File: config.mk
export PLATFORM = sky130hd
export DESIGN_NAME = instruction_line_fill
export DESIGN_NICKNAME = d
export VERILOG_FILES = /design/src/rtl/instruction_line_fill.sv
export SDC_FILE = /design/constraint.sdc
export NUM_CORES = 1
export LEC_CHECK = 0
export ABC_CLOCK_PERIOD_IN_PS = 2600
export BUFFER_PORTS_ARGS = -buffer_cell sky130_fd_sc_hd__buf_2
export CORE_AREA = 10 10 231 233
export DETAILED_ROUTE_END_ITERATION = 8
export DIE_AREA = 0 0 241 243
export PLACE_DENSITY = 0.71
export SYNTH_ARGS = -nofsm -noshare
export SYNTH_HDL_FRONTEND = slang
export SYNTH_SLANG_ARGS = --single-unit
File: constraint.sdc
create_clock -name CLK -period 2.6 [get_ports CLK]
set_input_delay 0.52 -clock CLK [delete_from_list [all_inputs] [get_ports CLK]]
set_output_delay 0.52 -clock CLK [all_outputs]
set_load 0.1 [all_outputs]
File: src/rtl/instruction_line_fill.sv
// instruction_line_fill: gathers BEATS memory words into one cache line per instruction-cache miss
// Ports: CLK/RST (sync, active-high); ADDRESS_TO_L2_* miss request in; DATA_FROM_L2_* assembled line out;
//        MEM_REQ_* word-read requests out; MEM_RESP_* in-order response beats in (no backpressure).
module instruction_line_fill #(
    parameter int ADDRESS_WIDTH  = 32,
    parameter int L2_BUS_WIDTH   = 512,
    parameter int MEM_DATA_WIDTH = 32
) (
    input  logic                      CLK,
    input  logic                      RST,
    input  logic                      ADDRESS_TO_L2_VALID_INS,
    output logic                      ADDRESS_TO_L2_READY_INS,
    input  logic [ADDRESS_WIDTH-3:0]  ADDRESS_TO_L2_INS,
    output logic                      DATA_FROM_L2_VALID_INS,
    input  logic                      DATA_FROM_L2_READY_INS,
    output logic [L2_BUS_WIDTH-1:0]   DATA_FROM_L2_INS,
    output logic                      MEM_REQ_VALID,
    input  logic                      MEM_REQ_READY,
    output logic [ADDRESS_WIDTH-3:0]  MEM_REQ_ADDR,
    input  logic                      MEM_RESP_VALID,
    input  logic [MEM_DATA_WIDTH-1:0] MEM_RESP_DATA
);
    localparam int AW    = ADDRESS_WIDTH - 2;
    localparam int BEATS = L2_BUS_WIDTH / MEM_DATA_WIDTH;
    localparam int CW    = $clog2(BEATS) + 1;
    localparam logic [CW-1:0] BEATS_C = CW'(BEATS);
    localparam logic [CW-1:0] LAST_C  = CW'(BEATS - 1);
    typedef enum logic [1:0] {IDLE, FETCH, DELIVER} state_t;
    state_t state, state_n;
    logic [AW-1:0] base;
    logic [CW-1:0] issue_cnt, recv_cnt;
    logic [BEATS-1:0][MEM_DATA_WIDTH-1:0] line;
    logic addr_hs, resp_take;
    assign addr_hs   = state == IDLE && ADDRESS_TO_L2_VALID_INS;
    assign resp_take = state == FETCH && MEM_RESP_VALID && recv_cnt < BEATS_C;
    assign ADDRESS_TO_L2_READY_INS = state == IDLE;
    assign DATA_FROM_L2_VALID_INS  = state == DELIVER;
    assign DATA_FROM_L2_INS        = line;
    assign MEM_REQ_VALID           = state == FETCH && issue_cnt < BEATS_C;
    assign MEM_REQ_ADDR            = base + AW'(issue_cnt);
    always_comb begin
        state_n = addr_hs ? FETCH :
                  (resp_take && recv_cnt == LAST_C) ? DELIVER :
                  (state == DELIVER && DATA_FROM_L2_READY_INS) ? IDLE : state;
    end
    always_ff @(posedge CLK) begin
        if (RST) state <= IDLE;
        else     state <= state_n;
    end
    always_ff @(posedge CLK) begin
        if (RST) begin
            base      <= '0;
            issue_cnt <= '0;
            recv_cnt  <= '0;
            line      <= '0;
        end else begin
            if (addr_hs) begin
                base      <= ADDRESS_TO_L2_INS & ~AW'(BEATS - 1);
                issue_cnt <= '0;
                recv_cnt  <= '0;
            end
            if (MEM_REQ_VALID && MEM_REQ_READY) issue_cnt <= issue_cnt + CW'(1);
            if (resp_take) begin
                line[recv_cnt[CW-2:0]] <= MEM_RESP_DATA;
                recv_cnt               <= recv_cnt + CW'(1);
            end
        end
    end
endmodule

==> qor.yml <==
detailed_routing:
  ant_nets: 0
  wirelength_um: 82100
  dr_total_vias: 19700
  wl_met3_um: 9540
  routedWlPerCell_um: 21.8
  highest_layer: "met4"
  drc: 0
  met2WireLength_um: 38600
  via_per_inst: 5.22
  drtIter0Drc: 1867
  first_pass_iters: 7
  routedLengthMet1_um: 31500
timing:
  finalMaxSlewViolations: 0
  setup_viol: 11
  rsz0062_at_grt: "yes"
  setup_ws_ns: -0.261
  fin_skew_ns: 0.0164
  worstMarginPinSlew_ns: 0.809
  finalCritPeriodShare: 1.10
  min_period_ns: 2.86
  slew_headroom: 0.461
  finalHoldViolations: 0
  max_freq_mhz: 350
floorplan:
  start_util: 0.412
  fp.coreArea_mm2: 0.0486
  io_pins: 613
  die_area_mm2: 0.0586
  fp.dieW_um: 241
  fp.dieH_um: 243
  std_cell_rows: 81
power:
  power.internal_mw: 13.8
  p_per_area_mw_per_mm2: 689
  switching_power_mw: 4.44
  pwr-share-seq: 0.468
  p_leak_nw: 11.1
  pwr-share-comb: 0.070
  ir_drop_uv: 624
  swShare: 0.244
  clockPowerShare: 0.462
clock_tree:
  clk_latency_ns: 0.60
  clk_path_buf_depth: 3
  clock-root-buffer: "clkbuf_16"
  cts_tree: "yes"
  clkSinkCount: 550
  cts_max_level: 2
  numCtsBuffers: 55
  clkTransAtPathRegs_ns: 0.06
setup_path:
  cp_slowest_cell: "dfxtp_4"
  reg2reg_to: "DATA_FROM_L2_INS[400]"
  reg2regPathDepth: 7
  critPathKind: "flop to output pin"
  crit_top_cell: "nand4_1"
  cp.required_ns: 2.08
  reg2reg_from: "recv_cnt[0]"
  cp.arrival_ns: 2.34
  path_cells: "nand4_1 > nor4_4 > buf_6 > nand4_1 > xnor2_4 > buf_12"
  crit_fanout: 8
  crit_path_end_kind: "output pin"
  cp-start-kind: "flop"
  rrSetupSlack_ns: 0.55
  critPathMaxStageDelay_ns: 0.35
cells_and_area:
  seqCellArea_mm2: 0.0110
  drive_above_1_share: 0.277
  fin_util: 0.543
  syn_to_final_growth_pct: 31.7
  final_net_count: 3173
  finalNonFillerCells: 3767
  n_fill_cell: 4498
  multi_input_area_mm2: 0.00833
synth:
  synth.largest_area_cell: "dfxtp_1"
  yosys-top-cells-count: "nand2_1 (1089), dfxtp_1 (550), a21oi_1 (548)"
  synth_edf_count: 0
  yosysSeqAreaShare: 0.549
  yosysUniqueCellTypes: 36
  synth_top_cell_area_share: 0.549
  yosys_warnings: 0
  synth.avg_cell_area_um2: 7.75
  netlist_instances: 2588
  ys_seq_elements: 550
  synth.most_common_cell: "nand2_1"
  async_reset_ff_frac: 0
  synth_area_leaders: "dfxtp_1 (55%), nand2_1 (20%), a21oi_1 (14%)"
  netlist_area_mm2: 0.0200
  synth_nets: 2664
  synth_ff_type: "dfxtp_1"
placed_design:
  dp_cells: 3641
  place.gp.congestion: 0.870
  io_buffers: 608
  post-dp-hpwl_um: 56900
run_status:
  violations: "negative setup slack"
  status: "complete, but fails checks"
global_routing:
  grt.total_usage: 0.265
  grt-ovfl-total: 0
  grt_pass1_vias: 18000
  grt_max_degree: 87
  antenna_found_initial: 3
  grt_pass1_wl_um: 119000
flow_run:
  maxCapViolations: 0
worst_hold_path:
  hp-start: "ADDRESS_TO_L2_INS[8]"
  worstHoldPathType: "input pin to flop"
  whs_endpoint: "base[8]"
  whs_path_depth: 3
==> state kept, by name, summed over array words and instances (netlist names) <==
name              flops
DATA_FROM_L2_INS    512
base                 26
issue_cnt             5
recv_cnt              5
state                 2
==> kinds of logic after synthesis <==
logic type,after synthesis,synth area share
xor gates and xnor gates,25,0.0109
AOI/OAI and AO/OA,554,0.139
buffers and inverters,261,0.0599
and+or+nand+nor,1190,0.236
DFF,550,0.549
adders and majority gates,8,0.00499
==> worst max-delay path: cells and delay by family (launching register included) <==
| kind | cells | cell delay (ns) |
|---|---|---|
| buf+inv | 2 | 0.35 |
| simple gates | 3 | 0.77 |
| xor+xnor | 1 | 0.25 |
| flops | 1 | 0.35 |
==> worst max-delay path by stage <==
stage                 start               end  cells past startpoint  slack [ns]
2_1_floorplan  issue_cnt[4]  MEM_REQ_ADDR[21]                      5       -0.35
3_3_place_gp       base[15]  MEM_REQ_ADDR[29]                      5        0.24
3_5_place_dp       base[15]  MEM_REQ_ADDR[29]                      5        0.22
4_1_cts            base[12]  MEM_REQ_ADDR[29]                      7       -0.30
5_1_grt            base[21]  MEM_REQ_ADDR[26]                      6       -0.35
6_report           base[21]  MEM_REQ_ADDR[29]                      6       -0.26
==> cells in the final DEF, fill, tap and decap left out, types with 11 or more instances in the layout <==
| master | instances |
|---|---|
| nand2_1 | 1086 |
| nor2_1 | 19 |
| clkbuf_16 | 57 |
| nand3_2 | 11 |
| a21oi_1 | 548 |
| buf_12 | 34 |
| nand4_1 | 13 |
| buf_4 | 74 |
| buf_2 | 587 |
| and3_1 | 14 |
| clkbuf_8 | 17 |
| dfxtp_1 | 533 |
==> final cells by class <==
cell class	count	share of cell area
Sequential cell	550	0.418
Antenna cell	2	0.000189
Clock buffer	84	0.0643
Multi-Input combinational cell	1777	0.315
Timing Repair Buffer	704	0.162
Inverter	9	0.00128
Tap cell	622	0.0295
Clock inverter	19	0.00914
==> power groups by stage <==
stage	logic (mW)	clock network (mW)	registers, mW
detailed placement	1.22	0	8.72
global route	1.31	8.82	8.53
global placement	1.22	0	8.71
floorplan	0.606	0	8.90
finish	1.27	8.41	8.53
CTS	1.23	8.48	8.52
==> routing by layer <==
metal  global-route usage  vias to the layer above
met3               0.0766                      141
met5                    0                        -
met4               0.0856                        0
met2                0.429                     1011
met1                0.333                     9231
li1                     -                     9284
==> per-stage QoR <==
step | power [mW] | setup TNS (ns) | worst slack, ns | hold slack, ns | instance area (um2)
after floorplan | 9.50 | -0.809 | -0.350 | 0.458 | 20300
after CTS | 18.2 | -2.38 | -0.300 | 0.121 | 26200
after global placement | 9.93 | 0 | 0.243 | 0.438 | 24100
after detailed placement | 9.94 | 0 | 0.223 | 0.442 | 24100
final | 18.2 | -1.91 | -0.261 | 0.152 | 26400
after global routing | 18.7 | -3.12 | -0.349 | 0.145 | 26400
==> timing repair <==
| item | CTS | global route |
|---|---|---|
| gates resized for setup | 34 | 29 |
| hold buffers | 0 | 0 |
| endpoints found under the setup margin | 21 | 18 |
| setup buffers | 11 | 10 |
| pin swaps | 14 | 16 |
No activity file was read; power rests on OpenSTA's default activity.
